==> src/rtl/elev_pkg.sv <==
// Shared types and constants for the elevator car controller.
package elev_pkg;

  typedef enum logic [1:0] {
    IDLE = 2'd0,
    MOVE = 2'd1,
    DOOR = 2'd2
  } state_t;

  localparam logic DIR_UP   = 1'b1;
  localparam logic DIR_DOWN = 1'b0;

  localparam int MAX_FLOORS = 16;
  localparam int TICK_W     = 16;

  // True when any pending floor lies strictly beyond floor in the given direction.
  function automatic logic reqs_ahead(input logic [MAX_FLOORS-1:0] pend,
                                      input int floor, input logic up);
    logic found;
    found = 1'b0;
    for (int i = 0; i < MAX_FLOORS; i++) begin
      if (pend[i] && (up ? (i > floor) : (i < floor))) found = 1'b1;
    end
    return found;
  endfunction

endpackage

==> src/rtl/elev_tick_timer.sv <==
// Down-counter shared by travel and door dwell timing; zero flags expiry.
module elev_tick_timer #(
  parameter int W = 16
) (
  input  logic         clk,
  input  logic         reset,
  input  logic [W-1:0] load_val,
  input  logic         load,
  input  logic         en,
  output logic         zero
);

  logic [W-1:0] count;

  always_ff @(posedge clk) begin
    if (reset) begin
      count <= '0;
    end else if (load) begin
      count <= load_val;
    end else if (en && count != '0) begin
      count <= count - 1'b1;
    end
  end

  assign zero = (count == '0);

endmodule

==> src/rtl/elevator_car_ctrl.sv <==
// Single-car elevator controller: request bitmap, IDLE/MOVE/DOOR sequencing.
// Optional door-hold input is enabled by defining ELEV_DOOR_HOLD_EN.
module elevator_car_ctrl
  import elev_pkg::*;
#(
  parameter int NUM_FLOORS   = 10,
  parameter int FLOOR_W      = 4,
  parameter int TRAVEL_TICKS = 4,
  parameter int DOOR_TICKS   = 3
) (
  input  logic                  clk,
  input  logic                  reset,
  input  logic                  req_valid,
  input  logic [FLOOR_W-1:0]    req_floor,
`ifdef ELEV_DOOR_HOLD_EN
  input  logic                  door_hold,
`endif
  output logic                  req_ready,
  output logic                  req_err,
  output logic [FLOOR_W-1:0]    cur_floor,
  output logic                  moving,
  output logic                  dir_up,
  output logic                  door_open,
  output logic                  arrived,
  output logic [NUM_FLOORS-1:0] pending
);

  // Handshake: a request transfers on any edge where req_valid && req_ready;
  // req_ready is low only during reset, so there is no back-pressure.
  state_t                  state;
  logic                    tick_zero, tick_load, tick_en;
  logic [TICK_W-1:0]       tick_val;
  logic [FLOOR_W-1:0]      nxt_floor;
  logic                    in_range, pend_here, pend_next, blocked;
  logic                    door_restart, dwell_hold, ahead_cur, ahead_nxt;
  logic [NUM_FLOORS-1:0]   set_mask, clr_mask;

  assign req_ready    = ~reset;
  assign in_range     = 32'(req_floor) < NUM_FLOORS;
  assign nxt_floor    = dir_up ? cur_floor + 1'b1 : cur_floor - 1'b1;
  assign blocked      = dir_up ? (cur_floor == FLOOR_W'(NUM_FLOORS-1)) : (cur_floor == '0);
  assign pend_here    = pending[cur_floor];
  assign pend_next    = pending[nxt_floor];
  assign ahead_cur    = reqs_ahead(MAX_FLOORS'(pending), int'(cur_floor), dir_up);
  assign ahead_nxt    = reqs_ahead(MAX_FLOORS'(pending), int'(nxt_floor), dir_up);
  assign door_restart = (state == DOOR) && req_valid && (req_floor == cur_floor);

`ifdef ELEV_DOOR_HOLD_EN
  assign dwell_hold = (state == DOOR) && door_hold;
`else
  assign dwell_hold = 1'b0;
`endif

  always_comb begin
    tick_load = 1'b0;
    tick_en   = 1'b0;
    tick_val  = TICK_W'(TRAVEL_TICKS - 1);
    clr_mask  = '0;
    set_mask  = '0;
    // A same-floor request while the door is open only restarts the dwell.
    if (req_valid && in_range && !door_restart) set_mask = NUM_FLOORS'(1) << req_floor;
    case (state)
      IDLE: begin
        if (pend_here) begin
          clr_mask  = NUM_FLOORS'(1) << cur_floor;
          tick_load = 1'b1;
          tick_val  = TICK_W'(DOOR_TICKS - 1);
        end else if (|pending) begin
          tick_load = 1'b1;
        end
      end
      MOVE: begin
        if (tick_zero) begin
          tick_load = 1'b1;
          if (!blocked && pend_next) begin
            clr_mask = NUM_FLOORS'(1) << nxt_floor;
            tick_val = TICK_W'(DOOR_TICKS - 1);
          end
        end else begin
          tick_en = 1'b1;
        end
      end
      DOOR: begin
        if (door_restart || dwell_hold) begin
          tick_load = 1'b1;
          tick_val  = TICK_W'(DOOR_TICKS - 1);
        end else begin
          tick_en = 1'b1;
        end
      end
      default: ;
    endcase
  end

  elev_tick_timer #(.W(TICK_W)) u_timer (
    .clk      (clk),
    .reset    (reset),
    .load_val (tick_val),
    .load     (tick_load),
    .en       (tick_en),
    .zero     (tick_zero)
  );

  always_ff @(posedge clk) begin
    if (reset) begin
      state     <= IDLE;
      cur_floor <= '0;
      dir_up    <= DIR_UP;
      pending   <= '0;
      req_err   <= 1'b0;
      arrived   <= 1'b0;
      moving    <= 1'b0;
      door_open <= 1'b0;
    end else begin
      pending <= (pending & ~clr_mask) | set_mask;
      req_err <= req_valid && !in_range;
      arrived <= 1'b0;
      case (state)
        IDLE: begin
          if (pend_here) begin
            state     <= DOOR;
            door_open <= 1'b1;
          end else if (|pending) begin
            state  <= MOVE;
            moving <= 1'b1;
            if (!ahead_cur) dir_up <= ~dir_up;
          end
        end
        MOVE: begin
          if (tick_zero) begin
            // Stepping past an end floor is impossible; turn around instead.
            if (blocked) begin
              dir_up <= ~dir_up;
            end else begin
              cur_floor <= nxt_floor;
              if (pend_next) begin
                state     <= DOOR;
                moving    <= 1'b0;
                door_open <= 1'b1;
                arrived   <= 1'b1;
              end else if (!ahead_nxt) begin
                dir_up <= ~dir_up;
              end
            end
          end
        end
        DOOR: begin
          if (!door_restart && !dwell_hold && tick_zero) begin
            state     <= IDLE;
            door_open <= 1'b0;
          end
        end
        default: state <= IDLE;
      endcase
    end
  end

endmodule

==> config.mk <==
export PLATFORM = sky130hd
export DESIGN_NAME = elevator_car_ctrl
export DESIGN_NICKNAME = d
export VERILOG_FILES = /design/src/rtl/elev_pkg.sv /design/src/rtl/elev_tick_timer.sv /design/src/rtl/elevator_car_ctrl.sv
export SDC_FILE = /design/constraint.sdc
export NUM_CORES = 1
export LEC_CHECK = 0
export CAP_MARGIN = 25
export CORE_UTILIZATION = 59
export CTS_CLUSTER_DIAMETER = 150
export CTS_CLUSTER_SIZE = 12
export DETAILED_ROUTE_END_ITERATION = 12
export GPL_TIMING_DRIVEN = 0
export PLACE_DENSITY_LB_ADDON = 0.12
export SLEW_MARGIN = 20
export SYNTH_ARGS = -nofsm -noshare
export SYNTH_HDL_FRONTEND = slang
export SYNTH_HIERARCHICAL = 1
export SYNTH_SLANG_ARGS = --single-unit
==> constraint.sdc <==
create_clock -name clk -period 4.6 [get_ports clk]
set_clock_uncertainty 0.2 [all_clocks]
set_input_delay 0.69 -clock clk [delete_from_list [all_inputs] [get_ports clk]]
set_output_delay 0.69 -clock clk [all_outputs]
set_load 0.1 [all_outputs]
## After elaboration in Yosys (flattened, before gate mapping)

Index checks and enable logic that the tools add are counted.

- Reduce and logical (&&, ||, !) cells: 45
- Bitwise logic cells: 8
- Equal/unequal tests: 15
- Add/subtract/negate cells: 3
- Mux-type cells: 94
- Shift-type cells: 3
- Magnitude comparators: 41

Operator list:

| cell | count |
|---|---|
| 1-bit 2-to-1 mux | 71 |
| 10-bit 2-to-1 mux | 4 |
| 3-bit by 4-bit greater-than comparator with 1-bit output, first input constant | 8 |
| 3-bit by 4-bit < comparator with 1-bit output, first input constant | 8 |
| 16-bit 2-to-1 mux | 2 |
| 1-bit by 4-bit left shift with 10-bit output, first input constant | 3 |
| 1-bit logical AND | 28 |
| 10-bit case mux with 2 select lines | 1 |
| 2-bit by 4-bit greater-than comparator with 1-bit output, first input constant | 4 |
| 4-bit greater-than comparator, first input constant | 4 |
| 16-bit zero test | 1 |
| 1-bit by 4-bit < comparator with 1-bit output, first input constant | 4 |
| 2-bit by 4-bit < comparator with 1-bit output, first input constant | 4 |
| 4-bit < comparator, first input constant | 4 |
| 16-bit nonzero test | 1 |
| 16-bit by 1-bit subtractor with 16-bit output, second input constant | 1 |
| 2-bit inequality test, second input constant | 7 |
| 2-bit 2-to-1 mux | 6 |
| 6-bit AND reduction | 2 |
| 10-bit bitwise AND | 1 |
| 4-bit by 5-bit < comparator with 1-bit output, second input constant | 2 |
| 10-bit NOT | 1 |
| 10-bit bitwise OR | 1 |
| 10-bit OR reduction | 1 |
| 25 further kinds | 40 |

- Word-level logic and storage cells: 218
- Output and inout port bits: 20
- Bits in registers: 37

## Longest topological paths before layout

Gate-level depths: netlist of run 1.

- Word-level depth: 20
- Mapped depth: 14
- Mapped depth without buffers: 12

## Hierarchy

Netlist of run 1, hierarchy kept.

By module, submodules not included:

| module | times used | cells each | area an instance (µm²) | sequential area each (µm²) |
|---|---|---|---|---|
| elevator_car_ctrl | 1 | 301 | 2,205.9 | 420.4 |
| elev_tick_timer | 1 | 114 | 944.7 | 320.3 |

## Worst setup path after synthesis of run 1

No wires, ideal clock.

- Path kind: flip-flop to flip-flop
- From: reg cur_floor[0]
- To: reg dir_up
- Slack: 0.595 ns
- Required time: 4.278 ns
- Cell stages (with the launch flop): 12
- Arrival: 3.683 ns
- Setup time: 0.122 ns
- Path buffers: 2
- Cell sequence: dfxtp_1 buf_2 inv_1 ha_1 ha_1 clkbuf_1 mux2i_1 mux2i_1 mux2i_2 nor4b_1 o21ai_0 a221o_1

- Word-level cells in the longest chain between the ends: 17
- Elaborated cells on any way between the ends: 116

RTL lines:

| element | RTL line | text |
|---|---|---|
| start, declared | elevator_car_ctrl.sv:20 | `output logic [FLOOR_W-1:0] cur_floor,` |
| start signal, assigned | elevator_car_ctrl.sv:135 | `cur_floor <= nxt_floor;` |
| 4-bit by 1-bit subtractor with 4-bit output / 4-bit by 1-bit adder with 4-bit output (equally long branches) | elevator_car_ctrl.sv:40 | `assign nxt_floor = dir_up ? cur_floor + 1'b1 : cur_floor - 1'b1;` |
| 4-bit 2-to-1 mux | elevator_car_ctrl.sv:40 |  |
| 1-bit by 4-bit < comparator with 1-bit output | elev_pkg.sv:22 | `if (pend[i] && (up ? (i > floor) : (i < floor))) found = 1'b1;` |
| 1-bit 2-to-1 mux | elev_pkg.sv:22 |  |
| 1-bit logical AND | elev_pkg.sv:22 |  |
| 1-bit 2-to-1 mux (10 in a row) | elev_pkg.sv:22 |  |
| 3-bit inequality test (no source line) | n/a |  |
| 7-bit AND reduction (no source line) | n/a |  |
| end signal, assigned | elevator_car_ctrl.sv:126 | `if (!ahead_cur) dir_up <= ~dir_up;` |
| end signal, assigned | elevator_car_ctrl.sv:133 | `dir_up <= ~dir_up;` |
| end signal, assigned | elevator_car_ctrl.sv:142 | `dir_up <= ~dir_up;` |
| end, declared | elevator_car_ctrl.sv:22 | `output logic dir_up,` |

Parallel ways exist; a longest one is shown, timed or not. The select of a mux whose other input is x is not followed.
A chain may end at the register's enable or synchronous reset.

## Final worst setup path of run 1

- From: reg cur_floor[0]
- To: reg state[0]

- Word-level cells in the longest chain between the ends: 6
- Elaborated cells on any way between the ends: 21

RTL lines:

| element | RTL line | text |
|---|---|---|
| 4-bit by 1-bit subtractor with 4-bit output, or another cell as far along | elevator_car_ctrl.sv:40 |  |
| 4-bit 2-to-1 mux / 1-bit logical AND (equally long branches) | elevator_car_ctrl.sv:40, elevator_car_ctrl.sv:46 |  |
| 1-bit binary-select mux with 4-bit select / 1-bit zero test (equally long branches) | elevator_car_ctrl.sv:43, elevator_car_ctrl.sv:148 |  |
| 1-bit 2-to-1 mux (implied by the code) / 1-bit logical AND (equally long branches) | elevator_car_ctrl.sv:43, elevator_car_ctrl.sv:148 |  |
| 2-bit inequality test (no source line) / 2-bit by 1-bit inequality test with 1-bit output (equally long branches) | n/a |  |
| 5-bit AND reduction (no source line) | n/a |  |
| end signal, assigned | elevator_car_ctrl.sv:106 | `state <= IDLE;` |
| end signal, assigned | elevator_car_ctrl.sv:121 | `state <= DOOR;` |
| end signal, assigned | elevator_car_ctrl.sv:124 | `state <= MOVE;` |
| end, declared | elevator_car_ctrl.sv:30 | `state_t state;` |

Parallel ways exist; a longest one is shown, timed or not. The select of a mux whose other input is x is not followed.

==> results.yml, run 1 <==
sta:
  hold_slack_ps: 320.6
  fin_crit_ps: 4244
  setup_violations: 0
  worst_slack_ps: 356.5
  fmax_mhz: 235.7
  drv_slew: 0
  relSlewSlack: 0.3476
  tightest_slew_ps: 975.6
  fin_crit_sh: 0.9225
  rsz0062_at_grt: "false"
  final.setup.tns_ps: 0
  finalHoldViolations: 0
grt:
  grt_pass1_vias: 3092
  grt_max_degree: 15
  grt_pass1_wl_um: 15710
  antenna_found_initial: 0
  grt.busiest_layer: "met2"
  use_met3: 0.07363
  use_met2: 0.5576
  grt.met1_usage: 0.5344
  grt_overflow: 0
  grt_use_total: 0.3782
clocking:
  htree_levels: 2
  cts_resized: 0
  clkLatencyLatePin_ps: 300
  postCtsSetupBuffers: 0
  clk_path_buf_depth: 2
  cts_tree: "yes"
  root_buffer: "clkbuf_8"
  cts_sinks: 37
  cts_buffers: 5
  clk_pin_slew_worst_paths_ps: 80
  cts_hold_buffers: 0
placement:
  hpwl_um: 7385
  dp_slack_ps: 510.2
  portBuffers: 24
  dpl-instance-area_um2: 3527
  gp_congestion: 0.9863
worst_setup_path:
  reg2regPathDepth: 13
  crit_family: "buffers and inverters"
  r2r-end: "state[0]"
  startpoint_type: "flop"
  crit_cells: 13
  r2r_slack_ps: 360
  critPathSlowestCell: "dfxtp_1"
  cp.arrival_ps: 4220
  cp.required_ps: 4570
  cpPeakStageDelay_ps: 470
  crit_path_cell_trace: "buf_2 > inv_1 > ha_1 > ha_1 > clkbuf_1 > mux2i_1 > nor3_1 > inv_1 > mux2i_2 > nand2_1 > a21oi_1 > mux2i_1 > nor2_1"
  cp.buffers_inverters: 4
  worstReg2RegStart: "cur_floor[0]"
  cp_max_fo: 10
  end_kind: "flop"
  worstSetupPathType: "flop to flop"
flow_run:
  max_cap_violations: 0
synth:
  synth-edff-count: 0
  ys_types: 73
  syn_avg_cell_area_um2: 7.592
  synth.yosys.warnings: 6
  netlist_instances: 415
  seq_area_frac_synth: 0.2351
  async_flop_share: 0
  ys_seq_elements: 37
  synth_ff_type: "dfxtp_1"
  syn_area_um2: 3151
floorplan:
  core_area_um2: 5140
  start_util: 0.6130
  fp.dieH_um: 75.08
  die_w_um: 75.08
  die_area_um2: 5636
  fp-row-count: 26
  ioPinCount: 27
layout:
  most-common-layout-cells: "nand2_1 (43), nor2_1 (41), dfxtp_1 (37), nand3_1 (24), clkdlybuf4s50_1 (24)"
  layout_commonest_cell: "nand2_1"
  fillers: 452
  drive_gt1_frac: 0.08261
  nets: 480
  num_antenna_cells: 0
  design_area_um2: 3638
  area_delta_synth_final_pct: 15.49
  final_util: 0.7079
min_path:
  min_to: "door_open"
  worstHoldPathType: "flop to flop"
  hold_depth: 2
  holdCritStartpoint: "door_open"
route:
  ant_nets: 0
  vias: 3512
  vias_per_cell: 6.626
  first_pass_iters: 6
  drc_errors: 0
  wl_per_cell_um: 19.17
  first_iter_violations: 417
  finalWirelength_um: 10160
power:
  cellLeakagePower_nw: 1.255
  powerDensity_nw_per_um2: 458.5
  ir_drop_mv: 0.3963
status:
  outcome: "completed"
[how the worst max path moves through the flow]
stage | start | endpoint
finish | cur_floor[0] | state[0]
global route | cur_floor[0] | state[0]
CTS | cur_floor[0] | dir_up
detailed placement | cur_floor[0] | dir_up
global placement | cur_floor[0] | dir_up
floorplan | cur_floor[0] | dir_up
[cell usage after synthesis (3+ instances only)]
library cell	number	share of area
a211oi_1	8	0.019
a21oi_1	19	0.030
a221o_1	4	0.013
a311oi_1	4	0.011
a31oi_1	5	0.0099
and4b_1	3	0.0095
buf_2	8	0.013
clkbuf_1	12	0.014
dfxtp_1	37	0.24
ha_1	14	0.056
inv_1	19	0.023
mux2i_1	7	0.022
mux4_2	4	0.029
nand2_1	43	0.051
nand3_1	24	0.038
nand4_1	11	0.022
nor2_1	41	0.049
nor2b_1	5	0.0099
nor3_1	17	0.027
nor3b_1	4	0.0095
nor4_1	9	0.018
o2111ai_1	3	0.0083
o211ai_1	4	0.0095
o21ai_0	20	0.032
o21bai_1	3	0.0071
o221ai_1	5	0.014
o22ai_1	3	0.0060
o41ai_1	3	0.0083
or3_2	3	0.0071
xnor2_1	16	0.044
[tightest hold or removal path: stages (launching register included)]
cell and delay, ps:
dfxtp_1 330, o21ai_0 70, a31oi_1 70
[per-layer routing]
metal | part of all wire | vias up
met5 | 0 | -
met4 | 0.031 | 0
met3 | 0.11 | 42
met2 | 0.43 | 228
met1 | 0.42 | 1619
li1 | - | 1623
[area by class of cell]
cell class / count / area (um2) / area share
Buffer: 26 / 135.1 / 0.03714
Timing Repair Buffer: 24 / 240.2 / 0.06602
Sequential cell: 37 / 740.7 / 0.2036
Inverter: 22 / 82.58 / 0.02270
Clock buffer: 6 / 72.57 / 0.01994
Clock inverter: 2 / 38.79 / 0.01066
Multi-Input combinational cell: 343 / 2241 / 0.6159
Tap cell: 70 / 87.58 / 0.02407
[power breakdown]
group / internal, mW / switching [mW] / total [mW]
Clock: 0.163 / 0.132 / 0.295
Combinational: 0.323 / 0.565 / 0.888
Sequential: 0.396 / 0.0890 / 0.485
[state kept, by name, indices dropped and copies added, names as in the netlist]
name	count
u_timer/count	16
pending	10
cur_floor	4
state	2
arrived	1
dir_up	1
door_open	1
moving	1
req_err	1
[logic make-up after synthesis]
logic type | Yosys count | synth area share
other | 2 | 0.002384
adder cells (fa/ha/maj) | 15 | 0.05878
AO/OA/AOI/OAI | 102 | 0.2292
AND/OR/NAND/NOR | 181 | 0.2971
flip-flops | 37 | 0.2351
XOR/XNOR | 17 | 0.04964
multiplexers | 13 | 0.05878
buffers and inverters | 48 | 0.06910
[per-stage QoR]
stage,power (mW),cells
after CTS,1.643,530
after floorplan,1.143,428
after global placement,1.327,522
after global routing,1.758,530
final,1.668,530
after detailed placement,1.346,522
No activity file was read; power rests on OpenSTA's default activity.
==> inputs of run 2 (changes only) <==
SKIP_LAST_GASP = 1   (was not set)
==> results of run 2 <==
The final DEF is identical to that of run 1; final timing and power are the same.
==> inputs of run 3 (changes only) <==
PLACE_DENSITY = 0.83   (was not set)
PLACE_DENSITY_LB_ADDON = not set   (was 0.12)
==> run 3 against run 2 <==
  * First-iteration DRC count rose by 1.7%
  * Clock power fell by 21%
  * Total power fell by 4.5%
  * Via count rose by 0.63%
  * Fmax fell by 1.4%
  * Wire length barely moved
  * Die area did not move
  * Critical path depth fell by 2
  * Final cell count did not move
  * Register-to-register slack got worse by 60 ps
  * Count of clock-buffer cells in the layout fell by 1
  * Non-clock buffer count did not move
  * Largest cell class unchanged
  * Largest power group unchanged
==> results.yml, run 3 (synthesized netlist as in run 1, its figures left out) <==
grt:
  grt_max_degree: 15
  grt_overflow: 0
  grt_pass1_wl_um: 16050
  grt_pass1_vias: 3210
  grt_use_total: 0.3834
  antenna_found_initial: 0
clocking:
  cts_hold_buffers: 0
  clkLatencyLatePin_ps: 300
  clk_pin_slew_worst_paths_ps: 80
  root_buffer: "clkbuf_8"
  cts_resized: 0
  clk_path_buf_depth: 2
  cts_tree: "yes"
  postCtsSetupBuffers: 0
  cts_sinks: 37
  htree_levels: 2
  cts_buffers: 5
flow_run:
  max_cap_violations: 0
layout:
  fillers: 465
  drive_gt1_frac: 0.08478
  multiInputGateArea_um2: 2241
  largest_register_ffs: 16
  reg_top3: "u_timer/count (16), pending (10), cur_floor (4)"
  num_antenna_cells: 0
  layout_commonest_cell: "nand2_1"
  design_area_um2: 3613
  regMostFlops: "u_timer/count"
  most-common-layout-cells: "nand2_1 (43), nor2_1 (41), dfxtp_1 (37), nand3_1 (24), clkdlybuf4s50_1 (24)"
  area_delta_synth_final_pct: 14.69
  regArea_um2: 740.7
  nets: 480
sta:
  finalHoldViolations: 0
  fin_crit_ps: 4304
  tightest_slew_ps: 975.2
  rsz0062_at_grt: "false"
  worst_slack_ps: 295.8
  fin_crit_sh: 0.9357
  fmax_mhz: 232.3
  setup_violations: 0
  drv_slew: 0
  final.setup.tns_ps: 0
  relSlewSlack: 0.3478
floorplan:
  fp.dieH_um: 75.08
  core_area_um2: 5140
  start_util: 0.6130
  fp-row-count: 26
  ioPinCount: 27
  die_w_um: 75.08
  die_area_um2: 5636
worst_setup_path:
  reg2regPathDepth: 11
  startpoint_type: "flop"
  worstReg2RegStart: "cur_floor[0]"
  worstSetupPathType: "flop to flop"
  crit_path_cell_trace: "buf_2 > inv_1 > ha_1 > ha_1 > clkbuf_1 > mux2i_1 > mux2i_1 > mux2i_2 > nor4b_1 > o21ai_0 > a221o_1"
  r2r-end: "dir_up"
  cpPeakStageDelay_ps: 690
  cp.arrival_ps: 4290
  r2r_slack_ps: 300
  critPathSlowestCell: "mux2i_1"
  end_kind: "flop"
  cp.required_ps: 4580
  cp_max_fo: 10
min_path:
  hold_depth: 2
  worstHoldPathType: "flop to flop"
  holdCritStartpoint: "moving"
  min_to: "moving"
placement:
  dpl-instance-area_um2: 3527
  dp_slack_ps: 480.8
  hpwl_um: 7277
  gp_congestion: 0.9950
  portBuffers: 24
power:
  ir_drop_mv: 0.3574
  total_power_mw: 1.592
  powerDensity_nw_per_um2: 440.7
  cellLeakagePower_nw: 1.243
route:
  ant_nets: 0
  vias: 3534
  wl_met3_um: 1156
  finalWirelength_um: 10170
  vias_per_cell: 6.668
  first_pass_iters: 5
  first_iter_violations: 424
  routedLengthMet1_um: 4300
  highest_layer: "met4"
  dr_wl_met2_um: 4334
  drc_errors: 0
  wl_per_cell_um: 19.19
status:
  outcome: "completed"
## run 3: cell count changes in the layout (fill, tap and decap cells not counted), sizes merged
cell / previous run / this run
bufinv: 1 / 0
clkbuf: 19 / 18
clkinvlp: 0 / 1
clkinv: 3 / 4
## run 3: worst max-delay path by stage
stage	startpoint	end	cells after the start
final	cur_floor[0]	dir_up	11
after global routing	cur_floor[0]	dir_up	12
after CTS	cur_floor[0]	dir_up	11
after detailed placement	cur_floor[0]	dir_up	11
after global placement	cur_floor[0]	dir_up	11
after floorplan	cur_floor[0]	dir_up	11
## run 3: power breakdown
group | internal (mW) | switching (mW)
clock | 0.105 | 0.129
sequential | 0.396 | 0.0850
combinational | 0.322 | 0.556
## run 3: area by class of cell
type	count	share of cell area
Buffer	26	0.03740
Sequential cell	37	0.2050
Clock buffer	5	0.01904
Tap cell	70	0.02424
Timing Repair Buffer	24	0.06648
Inverter	22	0.02285
Multi-Input combinational cell	343	0.6202
Clock inverter	3	0.004848
## run 3: routing by layer
layer  global-route usage  up-vias
li1                     -     1616
met2               0.5586      248
met1               0.5217     1619
met4               0.1845        0
met5                    0        -
met3               0.1058       51
## run 3: critical path: cells and delay by family (launching register included)
kind / cells / cell delay [ps]
compound gates: 2 / 470
fa+ha+maj: 2 / 670
buf+inv: 3 / 780
flops: 1 / 450
mux: 3 / 1120
simple gates: 1 / 480
## run 3: per-stage QoR
stage	hold WS [ps]	util	std cells
after floorplan	300.1	-	428
after global placement	272.0	0.6862	522
after detailed placement	272.4	0.6862	522
after CTS	286.4	0.7030	530
after global routing	324.8	0.7030	530
final	283.5	0.7030	530
==> patch 1: new RTL, flow settings as in run 1 <==
The package constant `MAX_FLOORS` goes from 16 to 15.
--- a/src/rtl/elev_pkg.sv
+++ b/src/rtl/elev_pkg.sv
@@ -12,3 +12,3 @@
 
-  localparam int MAX_FLOORS = 16;
+  localparam int MAX_FLOORS = 15;
   localparam int TICK_W     = 16;
Behaviour: unchanged (equiv_simple and equiv_induct, registers matched by name and starting in step).
==> patch 1 against run 1 <==
- sequential cell count stayed put
- utilization is 0.44 points higher
- worst setup slack worse by 0.13 ns
- power is 6.5% higher
- combinational power is 19% higher
- global-route usage is 1.7 points lower
- design area is 1.9% higher
- worst hold slack worse by 0.062 ns
- synthesized area is 3.1% higher
- wire length is 0.67% higher
- clock power is 21% lower
- critical path type unchanged
- largest cell class unchanged
==> patch 1: results (changes against run 1) <==
Global-route wire length before repair -> 16.7 mm (was 15.7 mm)
DRT Wirelength -> 10.2 mm (about the same)
Lkg Pwr -> 0.00137 uW (was 0.00125 uW)
Final weighted congestion of routability-driven global placement -> 1.01 (was 0.986)
Final nets -> 484 (was 480)
Post-Syn Instances -> 420 (was 415)
Worst hold margin -> 0.258 ns (was 0.321 ns)
Number of buffers created by CTS -> 5 (unchanged)
Primary FF master, synth -> dfxtp_1 (unchanged)
Maximum number of pins on one net before global-route repair -> 15 (unchanged)
Part of the Yosys area used for sequential elements -> 22.8% (was 23.5%)
Sink of the worst hold path -> moving$_SDFFE_PP0P_ (was door_open$_SDFFE_PP0P_)
Top fanout value on the critical path -> 11 (was 10)
Maximum number of buffers from clock root to sink -> 2 (unchanged)
Critical path origin -> cur_floor[0]$_SDFFE_PP0P_ (unchanged)
Flop-to-flop setup slack -> 0.23 ns (was 0.36 ns)
Wire length per cell -> 19.2 um (about the same)
Ratio of cells with drive above 1 in the final layout -> 8.41% (was 8.26%)
Synth top cells by count -> 39 x nor2_1, 37 x dfxtp_1, 31 x nand2_1 (was 43 x nand2_1, 41 x nor2_1, 37 x dfxtp_1)
Worst r2r path cells -> 16 (was 13)
Hold path startpoint -> moving$_SDFFE_PP0P_ (was door_open$_SDFFE_PP0P_)
Largest registers -> u_timer/count x16, pending x10, cur_floor x4 (unchanged)
Number of global-route vias before repair -> 3226 (was 3092)
Post-place instance area -> 0.00362 mm^2 (was 0.00353 mm^2)
GRT Resource Usage Total -> 36.1% (was 37.8%)
Peak ir drop on the vdd network -> 404 uV (was 396 uV)
Clock root buffer -> clkbuf_8 (unchanged)
Detailed-placement wirelength estimate -> 7.32 mm (was 7.38 mm)
Count of buffers inserted at the top-level ports -> 23 (was 24)
Result of the run -> finished clean (unchanged)
Post-Place Worst Slack -> 0.277 ns (was 0.510 ns)
Detail-routed via count per cell -> 6.69 (was 6.63)
Cell total after placement -> 526 (was 522)
Area used by multi-input combinational logic -> 0.00230 mm^2 (was 0.00224 mm^2)
Crit path to -> u_timer/count[0]$_SDFFE_PP0P_ (was state[0]$_SDFFE_PP0P_)
Fillers -> 451 (was 452)
Tightest Hold Check Type -> flip-flop to flip-flop (unchanged)
CP Data Arrival Time -> 4.32 ns (was 4.22 ns)
Cell types with the largest area share after synthesis -> dfxtp_1 23%, ha_1 5.4%, nor2_1 4.5% (was dfxtp_1 24%, ha_1 5.6%, nand2_1 5.1%)
Ratio of final minimum period to clock period -> 95.0% (was 92.3%)
Number of violations reported at the end of detailed-routing iteration 0 -> 588 (was 417)
Slew HR -> 34.7% (was 34.8%)
Post-synthesis cell type count -> 84 (was 73)
patch 1: cell types whose count changed after synthesis, sizes merged, moves of 4 or more:
| cell | run 1 | this run |
|---|---|---|
| nand2 | 43 | 31 |
| nand3 | 24 | 12 |
| a21oi | 19 | 29 |
| clkbuf | 13 | 20 |
| nand2b | 2 | 8 |
| xnor2 | 17 | 12 |
| a221o | 4 | 0 |
patch 1: cell type report:
type | count | share of cell area [%]
multi-input combinational | 344 | 62.2
sequential | 37 | 20.0
timing repair buffer | 23 | 6.21
buffer | 32 | 4.93
tap | 70 | 2.36
inverter | 20 | 2.02
clock buffer | 5 | 1.86
clock inverter | 3 | 0.472
patch 1: critical path, delay by kind of cell, from the launching register on:
family / cells / cell delay (ns)
buffers and inverters: 4 / 0.82
flip-flops: 1 / 0.46
AO/OA/AOI/OAI: 5 / 0.97
adder cells (fa/ha/maj): 2 / 0.66
AND/OR/NAND/NOR: 2 / 0.23
multiplexers: 3 / 0.88
patch 1: kinds of logic (layout without fill, tap and decap cells):
kind of cell    count (synthesis)  in the layout  synth area share (%)
other cells                     2             15                 0.231
xor+xnor                       12             12                  3.47
fa+ha+maj                      14             14                  5.39
mux                            14             14                  6.51
compound gates                121            121                  26.1
simple gates                  168            168                  27.6
flops                          37             37                  22.8
buf+inv                        52             83                  7.93
patch 1: power by group:
| group | switching, uW | leakage (uW) | internal [uW] |
|---|---|---|---|
| logic | 665 | 0.00102 | 396 |
| clock network | 127 | 0.0000439 | 105 |
| registers | 86.1 | 0.000302 | 398 |
patch 1: per-layer routing:
metal / up-vias / part of all wire, % / GRT usage [%]
met2: 250 / 41 / 54.1
met5: - / 0 / 0
met1: 1624 / 44 / 50.6
li1: 1662 / - / -
met3: 36 / 13 / 8.98
met4: 0 / 2.7 / 11.3
==> patch 2: new RTL, flow settings as in run 1 <==
Without the edit above. Register the output `req_err` once more, with the module's reset; this adds one clock of latency there. The other outputs are not delayed to match.
--- a/src/rtl/elevator_car_ctrl.sv
+++ b/src/rtl/elevator_car_ctrl.sv
@@ -26,2 +26,4 @@
 );
+
+  logic req_err_s0;
 
@@ -109,3 +111,3 @@
       pending   <= '0;
-      req_err   <= 1'b0;
+      req_err_s0 <= 1'b0;
       arrived   <= 1'b0;
@@ -115,3 +117,3 @@
       pending <= (pending & ~clr_mask) | set_mask;
-      req_err <= req_valid && !in_range;
+      req_err_s0 <= req_valid && !in_range;
       arrived <= 1'b0;
@@ -157,2 +159,10 @@
 
+  always_ff @(posedge clk) begin
+    if (reset) begin
+      req_err <= '0;
+    end else begin
+      req_err <= req_err_s0;
+    end
+  end
+
 endmodule
Function: changed (a bounded check fails within 4 cycles, from zero or initial values and one cycle with reset high).
==> patch 2 against run 1 <==
- critical path depth is the same
- wire length up 6.4%
- die area grew 5.6%
- synthesized cell count up 4.1%
- design area up 5.6%
- final cell count grew 3.0%
- sequential cell count rose by 1
- count of clock-buffer cells in the layout fell by 1
- synthesized area up 5.7%
- global-route usage down 0.40 points
- power up 9.4%
- worst setup slack got worse by 0.20 ns
- largest power group unchanged
==> patch 2: results (changes against run 1) <==
Result of the run -> finished clean (unchanged)
Mux contribution to synthesized area -> 5.97% (was 5.88%)
Final weighted congestion of routability-driven global placement -> 1.01 (was 0.986)
Global-route wire length before repair -> 17.4 mm (was 15.7 mm)
Number of global-route vias before repair -> 3385 (was 3092)
Cell types with the largest area share after synthesis -> dfxtp_1 23%, ha_1 5.3%, nand2_1 4.5% (was dfxtp_1 24%, ha_1 5.6%, nand2_1 5.1%)
Detailed-placement wirelength estimate -> 7.96 mm (was 7.38 mm)
Flop-to-flop setup slack -> 0.16 ns (was 0.36 ns)
Peak ir drop on the vdd network -> 457 uV (was 396 uV)
Number of violations reported at the end of detailed-routing iteration 0 -> 457 (was 417)
Detail-routed via count per cell -> 6.84 (was 6.63)
Synth top cells by count -> 40 x nand2_1, 39 x nor2_1, 38 x dfxtp_1 (was 43 x nand2_1, 41 x nor2_1, 37 x dfxtp_1)
Area fraction in compound gates after synthesis -> 26.1% (was 22.9%)
Number of sinks driven by the clock tree -> 38 (was 37)
Hold-critical path depth -> 1 (was 2)
Ratio of cells with drive above 1 in the final layout -> 9.03% (was 8.26%)
Crit Reg-Reg Startpoint -> cur_floor[1]$_SDFFE_PP0P_ (was cur_floor[0]$_SDFFE_PP0P_)
Biggest cell delay along the critical path -> 0.40 ns (was 0.47 ns)
Routed metal-1 wirelength -> 4.64 mm (was 4.30 mm)
Capture instance of the worst register-to-register path -> dir_up$_SDFFE_PP1P_ (was state[0]$_SDFFE_PP0P_)
Lkg Pwr -> 0.00140 uW (was 0.00125 uW)
Count of buffers inserted at the top-level ports -> 23 (was 24)
CP Data Arrival Time -> 4.42 ns (was 4.22 ns)
Fillers -> 433 (was 452)
Part of the Yosys area used for sequential elements -> 22.8% (was 23.5%)
Routed wl met3 -> 1.21 mm (was 1.15 mm)
==> patch 2: changes by cell type in the layout (fill, tap and decap cells not counted), sizes merged, moves of 4 or more <==
cell,run 1,this run
o21ai,25,21
nor3,17,22
a211oi,8,13
nand3,24,18
a221o,4,0
a21o,0,5
o311ai,0,6
xnor2,17,13
==> patch 2: worst max path at each step <==
| stage | from | slack, ns | end | cells past startpoint |
|---|---|---|---|---|
| after floorplan | cur_floor[1]$_SDFFE_PP0P_ | 0.39 | dir_up$_SDFFE_PP1P_ | 13 |
| after global placement | cur_floor[1]$_SDFFE_PP0P_ | 0.16 | dir_up$_SDFFE_PP1P_ | 13 |
| after detailed placement | cur_floor[1]$_SDFFE_PP0P_ | 0.21 | pending[2]$_SDFF_PP0_ | 13 |
| after CTS | cur_floor[1]$_SDFFE_PP0P_ | 0.15 | dir_up$_SDFFE_PP1P_ | 13 |
| after global routing | cur_floor[1]$_SDFFE_PP0P_ | 0.02 | pending[2]$_SDFF_PP0_ | 13 |
| final | cur_floor[1]$_SDFFE_PP0P_ | 0.16 | dir_up$_SDFFE_PP1P_ | 13 |
==> patch 2: repair_timing <==
item	in CTS	in global routing
gates resized for setup	0	1
setup endpoints to repair	0	5
hold buffers	0	0
buffers inserted	0	0
==> patch 2: area by class of cell <==
class                           count  area [um^2]  area share, %
Multi-Input combinational cell    356         2390           62.1
Timing Repair Buffer               23          230           5.99
Clock buffer                        5         68.8           1.79
Clock inverter                      3         68.8           1.79
Sequential cell                    38          761           19.8
Inverter                           21         78.8           2.05
Tap cell                           70         87.6           2.28
Buffer                             30          161           4.20
==> patch 2: power by group <==
group          leakage (uW)  internal (uW)  switching (uW)
registers          0.000310            407            86.0
clock network     0.0000683            217             128
logic               0.00102            358             628
==> patch 2: stage by stage <==
stage	power [uW]	area (um^2)	setup WS (ns)	hold slack [ns]
after floorplan	1210	3380	0.391	0.214
after global placement	1420	3700	0.158	0.219
after detailed placement	1440	3700	0.209	0.239
after CTS	1790	3830	0.148	0.261
after global routing	1920	3840	0.0218	0.283
final	1820	3840	0.159	0.263
==> patch 2: cells by family (layout without fill, tap and decap cells) <==
| kind of cell | after synthesis | after routing |
|---|---|---|
| buffers and inverters | 51 | 82 |
| adders and majority gates | 14 | 14 |
| AOI/OAI and AO/OA | 121 | 121 |
| and+or+nand+nor | 179 | 179 |
| DFF | 38 | 38 |
| muxes | 13 | 13 |
| xor gates and xnor gates | 14 | 14 |
| other | 2 | 15 |
==> patch 2: routing by layer <==
metal	GRT usage, %	up-vias
met1	54.3	1733
met3	7.62	48
li1	-	1690
met2	54.2	263
met4	12.8	0
met5	0	-
